### src/rtl/osnt_replay_pkg.sv
// rtl/osnt_replay_pkg.sv - shared lane format, state encoding and pack helpers for the replay packer/unpacker
package osnt_replay_pkg;

    // One packed lane = {marker_bit, byte}
    localparam int LANE_W = 9;

    typedef enum logic {
        HDR  = 1'b0,
        DATA = 1'b1
    } state_t;

    // Packed FIFO width for a D-bit stream: one 9-bit lane per byte
    function automatic int packed_width(input int d);
        return (d / 8) * LANE_W;
    endfunction

    function automatic logic [LANE_W-1:0] pack_lane(input logic marker, input logic [7:0] data_byte);
        return {marker, data_byte};
    endfunction

    function automatic logic [7:0] lane_byte(input logic [LANE_W-1:0] lane);
        return lane[7:0];
    endfunction

    function automatic logic lane_marker(input logic [LANE_W-1:0] lane);
        return lane[LANE_W-1];
    endfunction

endpackage

### src/rtl/axis_to_fifo_packer_if.sv
// rtl/axis_to_fifo_packer_if.sv - AXI4-Stream bundle feeding the packer
// Signals: tdata (DATA_W), tstrb (DATA_W/8), tuser (USER_W), tvalid, tready, tlast.
// master drives the stream (memory reader), slave consumes it (packer).
interface axis_to_fifo_packer_if #(
    parameter int DATA_W = 256,
    parameter int USER_W = 128
);
    logic [DATA_W-1:0]   tdata;
    logic [DATA_W/8-1:0] tstrb;
    logic [USER_W-1:0]   tuser;
    logic                tvalid;
    logic                tready;
    logic                tlast;

    modport master (
        output tdata, tstrb, tuser, tvalid, tlast,
        input  tready
    );

    modport slave (
        input  tdata, tstrb, tuser, tvalid, tlast,
        output tready
    );
endinterface

### src/rtl/replay_strb_encoder.sv
// rtl/replay_strb_encoder.sv - highest-byte marker encoder for last-beat tstrb
// Inputs : tstrb         byte enables of the last beat
// Outputs: marker        one-hot at the highest set tstrb bit (lane 0 when tstrb is zero)
//          noncontig_err tstrb is not a contiguous run starting at bit 0
//          zero_err      tstrb has no bits set
module replay_strb_encoder #(
    parameter int STRB_W = 32
) (
    input  logic [STRB_W-1:0] tstrb,
    output logic [STRB_W-1:0] marker,
    output logic              noncontig_err,
    output logic              zero_err
);
    localparam int IDX_W = (STRB_W > 1) ? $clog2(STRB_W) : 1;

    logic [IDX_W-1:0] hi_idx;
    logic [STRB_W:0]  mask_wide;

    always_comb begin
        hi_idx = '0;
        for (int i = 0; i < STRB_W; i++) begin
            if (tstrb[i]) begin
                hi_idx = IDX_W'(i);
            end
        end
        marker         = '0;
        marker[hi_idx] = 1'b1;
        // One extra bit so a marker in the top lane yields an all-ones mask
        mask_wide      = ({1'b0, marker} << 1) - {{STRB_W{1'b0}}, 1'b1};
        zero_err       = ~|tstrb;
        noncontig_err  = (tstrb != mask_wide[STRB_W-1:0]);
    end
endmodule

### src/rtl/axis_to_fifo_packer.sv
// rtl/axis_to_fifo_packer.sv - packs AXI4-Stream packets into header + data words for the replay FIFO
// Ports: axi_aclk/axi_rst  clock and synchronous active-high reset
//        s_axis            stream input (slave modport)
//        fifo_wr_en/din    registered FIFO write strobe and packed word
//        fifo_full         overflow detection only
//        fifo_prog_full    backpressure
//        pkt_count         completed packets (wraps)
//        err_count         format/overflow errors (saturates)
module axis_to_fifo_packer
    import osnt_replay_pkg::*;
#(
    parameter  int C_S_AXIS_DATA_WIDTH  = 256,
    parameter  int C_S_AXIS_TUSER_WIDTH = 128,
    localparam int C_PACKED_WIDTH       = packed_width(C_S_AXIS_DATA_WIDTH)
) (
    input  logic                      axi_aclk,
    input  logic                      axi_rst,
    axis_to_fifo_packer_if.slave      s_axis,
    output logic                      fifo_wr_en,
    output logic [C_PACKED_WIDTH-1:0] fifo_din,
    input  logic                      fifo_full,
    input  logic                      fifo_prog_full,
    output logic [31:0]               pkt_count,
    output logic [15:0]               err_count
);
    localparam int D      = C_S_AXIS_DATA_WIDTH;
    localparam int U      = C_S_AXIS_TUSER_WIDTH;
    localparam int STRB_W = D / 8;

    state_t                    state_q, state_d;
    logic                      fifo_wr_en_q, fifo_wr_en_d;
    logic [C_PACKED_WIDTH-1:0] fifo_din_q, fifo_din_d;
    logic [31:0]               pkt_count_q, pkt_count_d;
    logic [15:0]               err_count_q, err_count_d;

    logic [STRB_W-1:0]         enc_marker;
    logic                      enc_noncontig;
    logic                      enc_zero;
    logic [STRB_W-1:0]         beat_marker;
    logic [D-1:0]              hdr_bytes;
    logic [C_PACKED_WIDTH-1:0] hdr_word;
    logic [C_PACKED_WIDTH-1:0] beat_word;
    logic                      data_ready;
    logic                      fmt_err;
    logic                      ovf_err;
    logic [16:0]               err_sum;

    replay_strb_encoder #(
        .STRB_W (STRB_W)
    ) u_strb_enc (
        .tstrb         (s_axis.tstrb),
        .marker        (enc_marker),
        .noncontig_err (enc_noncontig),
        .zero_err      (enc_zero)
    );

    // Lane packing for both candidate words; markers only ever appear on a last beat
    always_comb begin
        hdr_bytes           = '0;
        hdr_bytes[U-1:0]    = s_axis.tuser;
        beat_marker         = s_axis.tlast ? enc_marker : '0;
        hdr_word            = '0;
        beat_word           = '0;
        for (int i = 0; i < STRB_W; i++) begin
            hdr_word[LANE_W*i +: LANE_W]  = pack_lane(1'b0, hdr_bytes[8*i +: 8]);
            beat_word[LANE_W*i +: LANE_W] = pack_lane(beat_marker[i], s_axis.tdata[8*i +: 8]);
        end
    end

    // tready is held low during reset so no beat is consumed by a state about to be discarded
    assign data_ready    = !axi_rst && (state_q == DATA) && !fifo_prog_full;
    assign s_axis.tready = data_ready;

    always_comb begin
        state_d      = state_q;
        fifo_wr_en_d = 1'b0;
        fifo_din_d   = fifo_din_q;
        pkt_count_d  = pkt_count_q;
        fmt_err      = 1'b0;
        ovf_err      = fifo_wr_en_q && fifo_full;

        unique case (state_q)
            HDR: begin
                // Header is emitted on tvalid alone; the beat stays on the bus for DATA
                if (s_axis.tvalid && !fifo_prog_full) begin
                    fifo_wr_en_d = 1'b1;
                    fifo_din_d   = hdr_word;
                    state_d      = DATA;
                end
            end
            DATA: begin
                if (s_axis.tvalid && data_ready) begin
                    fifo_wr_en_d = 1'b1;
                    fifo_din_d   = beat_word;
                    if (s_axis.tlast) begin
                        fmt_err     = enc_zero || enc_noncontig;
                        pkt_count_d = pkt_count_q + 32'd1;
                        state_d     = HDR;
                    end else begin
                        fmt_err     = (s_axis.tstrb != {STRB_W{1'b1}});
                    end
                end
            end
            default: state_d = HDR;
        endcase

        // Both error sources may fire together; sum first, then saturate
        err_sum     = {1'b0, err_count_q} + {16'd0, ovf_err} + {16'd0, fmt_err};
        err_count_d = err_sum[16] ? 16'hFFFF : err_sum[15:0];
    end

    always_ff @(posedge axi_aclk) begin
        if (axi_rst) begin
            state_q      <= HDR;
            fifo_wr_en_q <= 1'b0;
            fifo_din_q   <= '0;
            pkt_count_q  <= '0;
            err_count_q  <= '0;
        end else begin
            state_q      <= state_d;
            fifo_wr_en_q <= fifo_wr_en_d;
            fifo_din_q   <= fifo_din_d;
            pkt_count_q  <= pkt_count_d;
            err_count_q  <= err_count_d;
        end
    end

    assign fifo_wr_en = fifo_wr_en_q;
    assign fifo_din   = fifo_din_q;
    assign pkt_count  = pkt_count_q;
    assign err_count  = err_count_q;
endmodule

### src/flat_wrapper.sv
// flat-port wrapper written by rule: the top's interface ports become plain ports
module axis_to_fifo_packer_flat import osnt_replay_pkg::*;
#(
    parameter  int C_S_AXIS_DATA_WIDTH  = 256,
    parameter  int C_S_AXIS_TUSER_WIDTH = 128,
    localparam int C_PACKED_WIDTH       = packed_width(C_S_AXIS_DATA_WIDTH)
)
  (axi_aclk, axi_rst, fifo_wr_en, fifo_din, fifo_full, fifo_prog_full, pkt_count, err_count, s_axis_tdata, s_axis_tstrb, s_axis_tuser, s_axis_tvalid, s_axis_tlast, s_axis_tready);
  axis_to_fifo_packer_if #(.DATA_W(256), .USER_W(128)) s_axis_i ();
  input  logic axi_aclk;
  input  logic axi_rst;
  output logic fifo_wr_en;
  output logic [C_PACKED_WIDTH-1:0] fifo_din;
  input  logic fifo_full;
  input  logic fifo_prog_full;
  output logic [31:0] pkt_count;
  output logic [15:0] err_count;
  input wire logic [$bits(s_axis_i.tdata)-1:0] s_axis_tdata;
  input wire logic [$bits(s_axis_i.tstrb)-1:0] s_axis_tstrb;
  input wire logic [$bits(s_axis_i.tuser)-1:0] s_axis_tuser;
  input wire logic [$bits(s_axis_i.tvalid)-1:0] s_axis_tvalid;
  input wire logic [$bits(s_axis_i.tlast)-1:0] s_axis_tlast;
  output wire logic [$bits(s_axis_i.tready)-1:0] s_axis_tready;
  assign s_axis_i.tdata = s_axis_tdata;
  assign s_axis_i.tstrb = s_axis_tstrb;
  assign s_axis_i.tuser = s_axis_tuser;
  assign s_axis_i.tvalid = s_axis_tvalid;
  assign s_axis_i.tlast = s_axis_tlast;
  assign s_axis_tready = s_axis_i.tready;
  axis_to_fifo_packer #(.C_S_AXIS_DATA_WIDTH(C_S_AXIS_DATA_WIDTH), .C_S_AXIS_TUSER_WIDTH(C_S_AXIS_TUSER_WIDTH)) u_core (.axi_aclk(axi_aclk), .axi_rst(axi_rst), .s_axis(s_axis_i), .fifo_wr_en(fifo_wr_en), .fifo_din(fifo_din), .fifo_full(fifo_full), .fifo_prog_full(fifo_prog_full), .pkt_count(pkt_count), .err_count(err_count));
endmodule
### config.mk
export PLATFORM = sky130hd
export DESIGN_NAME = axis_to_fifo_packer_flat
export DESIGN_NICKNAME = d
export VERILOG_FILES = /design/src/rtl/osnt_replay_pkg.sv /design/src/rtl/axis_to_fifo_packer_if.sv /design/src/rtl/replay_strb_encoder.sv /design/src/rtl/axis_to_fifo_packer.sv /design/src/flat_wrapper.sv
export SDC_FILE = /design/constraint.sdc
export NUM_CORES = 1
export LEC_CHECK = 0
export ABC_AREA = 0
export ABC_CLOCK_PERIOD_IN_PS = 7800
export CORE_AREA = 3 3 297 299
export DETAILED_ROUTE_END_ITERATION = 8
export DIE_AREA = 0 0 300 302
export PLACE_DENSITY = 0.42
export SYNTH_ARGS = -nofsm -noshare
export SYNTH_HDL_FRONTEND = slang
export SYNTH_SLANG_ARGS = --single-unit
### constraint.sdc
create_clock -name axi_aclk -period 7.8 [get_ports axi_aclk]
set_input_delay 2.34 -clock axi_aclk [delete_from_list [all_inputs] [get_ports axi_aclk]]
set_output_delay 2.34 -clock axi_aclk [all_outputs]
set_load 0.02 [all_outputs]
==> reports/qor.log <==
[placement] sum of net half-perimeters after detailed placement 63.1 mm
[yosys] Yosys warnings 0
[critical_path] required arrival time at the worst endpoint 8.17 ns
[final_layout] Reg area 6770 sq um
[global_routing] global-route usage over all layers 17.0%
[critical_path] Worst Setup End Kind flop
[clock_network] CTS-repair resized insts 0
[clock_network] clock tree from TritonCTS done
[critical_path] endpoint arrival time on the critical path 7.71 ns
[yosys] flop and latch count out of synthesis 338
[yosys] async set or reset register ratio after synthesis 0%
[yosys] average footprint of a synthesized cell 8.50 sq um
[yosys] flip-flop cell with the highest count after synthesis sky130_fd_sc_hd__dfxtp_1
[clock_network] H-tree depth 2
[final_layout] area added between synthesis and finish 70.9%
[die] initial core utilization 17.5%
[min_path] classification of the worst-slack hold path flop to flop
[die] floorplan core area 85400 sq um
[detailed_routing] DRC Markers 0
[yosys] Netlist cell types 70
[flow_run] max-cap violations 0
[global_routing] gr ovfl total 0
[global_routing] maximum number of pins on one net before global-route repair 223
[detailed_routing] average wire per cell in the routed design 22.1 microns
[die] die height 302 microns
[die] total die area 90600 sq um
[detailed_routing] Vias/cell 4.40
[sta] post-route fraction of the period consumed by the critical path 94.1%
[detailed_routing] remaining antenna violation count 0
[placement] Cell Area, Placed 24000 sq um
[status] outcome finished clean
[critical_path] maximum fanout along the worst path 13
[yosys] proportion of synthesized chip area in sequential cells 45.4%
[yosys] most common cell in the synthesized netlist sky130_fd_sc_hd__dfxtp_1
[yosys] synthesized netlist net count 2180
[yosys] main area contributors after synthesis sky130_fd_sc_hd__dfxtp_1 (45%), sky130_fd_sc_hd__mux2i_1 (8.9%), sky130_fd_sc_hd__a211oi_1 (6.6%), sky130_fd_sc_hd__nor2_1 (5.8%), sky130_fd_sc_hd__a21oi_1 (5.5%)
[power_and_ir_drop] IR Drop Worst-Case VDD 0.130 mV
[clock_network] clock transition time at the flip-flop clock pins of the worst setup and hold paths 0.06 ns
[final_layout] share of cells above drive strength 1 7.07%
[power_and_ir_drop] static leakage 8.63 nW
[placement] number of buffer cells added on primary ports 759
[placement] worst slack, placed -0.0960 ns
[detailed_routing] Pre-antenna DRT Iters 5
[sta] Final Hold Viols 0
[sta] setup tns final 0 ns
[clock_network] count of buffers added by post-CTS timing repair for setup 0
[detailed_routing] drt first-iter violations 1015
[sta] final hold slack 0.448 ns
[critical_path] crit start category input port
[power_and_ir_drop] total power 4.59 mW
[yosys] Post-synth EDFFs 0
[die] Rows 107
[final_layout] fillers 9119
[clock_network] maximum count of clock buffers along a single path 3
[sta] Slew Viols, Final 0
[sta] remaining max-slew budget at the tightest pin 29.2%
[detailed_routing] final WL 81.5 mm
[global_routing] first-pass GRT wire length 114 mm
[yosys] Gate Count Post-Synth 1754
[yosys] fraction of synthesized cell area taken by the top area cell type 45.4%
[detailed_routing] number of vias in the routed layout 16200
[die] Ports 760
[sta] maximum operating frequency 136 MHz
[yosys] biggest area consumer among synthesized cells sky130_fd_sc_hd__dfxtp_1
[clock_network] clock latency on the worst-skew pair 0.56 ns
[final_layout] combined area of the multi-input logic cells 7490 sq um
[clock_network] cts bufs inserted 46
[placement] placer congestion estimate 0.873
[die] horizontal die dimension 300 microns
[critical_path] startpoint-to-endpoint class of the critical path input port to flop
[sta] Final setup violation count 0
[sta] worst setup slack after layout 0.460 ns
[sta] clock tree skew after final layout 0.0264 ns
[clock_network] number of hold-repair buffers added at the cts stage 0
[global_routing] vias in the first global route 16300
[sta] Worst-Margin Slew 1.06 ns
[yosys] list of most frequent post-synthesis cells sky130_fd_sc_hd__dfxtp_1 (338), sky130_fd_sc_hd__nor2_1 (229), sky130_fd_sc_hd__nand2_1 (169)
[power_and_ir_drop] power density of the placed cells 180 nW/um^2
[sta] time the worst path needs with I/O delays and setup 7.34 ns
[final_layout] Final #Nets 2924
[clock_network] master cell of the clock root buffer sky130_fd_sc_hd__clkbuf_16
[clock_network] clk sink count 338
[final_layout] cell area after layout 25500 sq um
[yosys] post-synth design cell area 14900 sq um
[global_routing] antenna violations before repair 39
[sta] RSZ-0062 raised after global routing false
## layout by cell type, fill, tap and decap left out, types with 9 or more instances in the layout
master and n:
sky130_fd_sc_hd__nor2_1 229, sky130_fd_sc_hd__and3_1 10, sky130_fd_sc_hd__inv_1 18, sky130_fd_sc_hd__clkdlybuf4s50_1 758, sky130_fd_sc_hd__clkinv_2 11, sky130_fd_sc_hd__buf_4 79
sky130_fd_sc_hd__nand2_1 169, sky130_fd_sc_hd__a22oi_1 26, sky130_fd_sc_hd__xor2_1 21, sky130_fd_sc_hd__dfxtp_1 337, sky130_fd_sc_hd__nand3_1 150, sky130_fd_sc_hd__clkbuf_1 13
sky130_fd_sc_hd__a211oi_1 132, sky130_fd_sc_hd__a21oi_1 164, sky130_fd_sc_hd__diode_2 13, sky130_fd_sc_hd__clkbuf_16 47, sky130_fd_sc_hd__or3_1 12, sky130_fd_sc_hd__nor3_1 18
sky130_fd_sc_hd__nand4_1 15, sky130_fd_sc_hd__mux2i_1 133, sky130_fd_sc_hd__nor4_1 9, sky130_fd_sc_hd__o21ai_0 22, sky130_fd_sc_hd__xnor2_1 20
## power by group
group	leakage (nW)	internal [mW]	switching (mW)
Sequential	2.75	1.79	0.0368
Clock	0.706	1.19	0.822
Combinational	5.17	0.389	0.375
Total	8.63	3.36	1.23
## state kept, by name, indices dropped and copies added (netlist names)
name and count:
u_core.fifo_din 288, u_core.fifo_wr_en 1, u_core.err_count 16, u_core.pkt_count 32
u_core.state_q 1
## metrics by stage
step           instances  utilization (%)
6_report            3689             29.8
5_1_grt             3684             29.8
4_1_cts             3676             29.8
3_5_place_dp        3594             28.1
3_3_place_gp        3594             28.1
2_1_floorplan       1754                -
## metal layers
metal	part of all wire [%]	GRT usage [%]	routed length, microns
met4	2.7	5.23	2210
met2	50	29.7	40700
met5	0.16	0	128
met3	9.2	6.39	7470
met1	38	19.1	31000
## area by class of cell
type,instances,share of cell area [%]
clock inverter,17,0.491
antenna,13,0.128
sequential,338,26.6
tap,1144,5.61
multi-input combinational,1251,29.4
timing repair buffer,842,32.5
inverter,19,0.280
clock buffer,65,5.07
## path summary, 6_finish.rpt
kind | startpoint | endpoint | slack [ns] | depth (start not counted)
max | s_axis_tstrb[18] | u_core.err_count[3]$_SDFF_PP0_ | 0.46 | 24
max reg2reg | u_core.state_q$_SDFF_PP0_ | u_core.pkt_count[30]$_SDFFE_PP0P_ | 4.21 | 7
min | u_core.fifo_din[237]$_SDFFE_PP0P_ | u_core.fifo_din[237]$_SDFFE_PP0P_ | 0.45 | 2
min reg2reg | u_core.fifo_din[237]$_SDFFE_PP0P_ | u_core.fifo_din[237]$_SDFFE_PP0P_ | 0.45 | 2
## cells by family (layout without fill, tap and decap cells)
family / Yosys count / after routing / share of synthesized area, %
other cells: 0 / 13 / 0
fa+ha+maj: 4 / 4 / 0.386
xor+xnor: 41 / 41 / 2.41
flops: 338 / 338 / 45.4
buf+inv: 165 / 943 / 4.55
mux: 133 / 133 / 8.92
simple gates: 664 / 664 / 20.3
compound gates: 409 / 409 / 18.0
## worst max-delay path: stages
cell and delay (ns):
sky130_fd_sc_hd__clkdlybuf4s50_1 0.43, sky130_fd_sc_hd__or4_4 0.56, sky130_fd_sc_hd__a2111oi_0 0.44, sky130_fd_sc_hd__or2_2 0.22, sky130_fd_sc_hd__and2_1 0.14, sky130_fd_sc_hd__nand2_1 0.07
sky130_fd_sc_hd__ha_2 0.28, sky130_fd_sc_hd__xnor2_1 0.14, sky130_fd_sc_hd__a311oi_1 0.27, sky130_fd_sc_hd__o211a_1 0.18, sky130_fd_sc_hd__o311ai_0 0.15, sky130_fd_sc_hd__nor4_1 0.24
sky130_fd_sc_hd__nand4_1 0.14, sky130_fd_sc_hd__nor4_1 0.34, sky130_fd_sc_hd__a31oi_1 0.21, sky130_fd_sc_hd__fa_1 0.47, sky130_fd_sc_hd__ha_1 0.22, sky130_fd_sc_hd__and3_1 0.19
sky130_fd_sc_hd__nand3_1 0.14, sky130_fd_sc_hd__nor2_1 0.10, sky130_fd_sc_hd__inv_1 0.09, sky130_fd_sc_hd__or3_1 0.15, sky130_fd_sc_hd__buf_12 0.14, sky130_fd_sc_hd__a21oi_1 0.07
No activity file was read; power rests on OpenSTA's default activity.
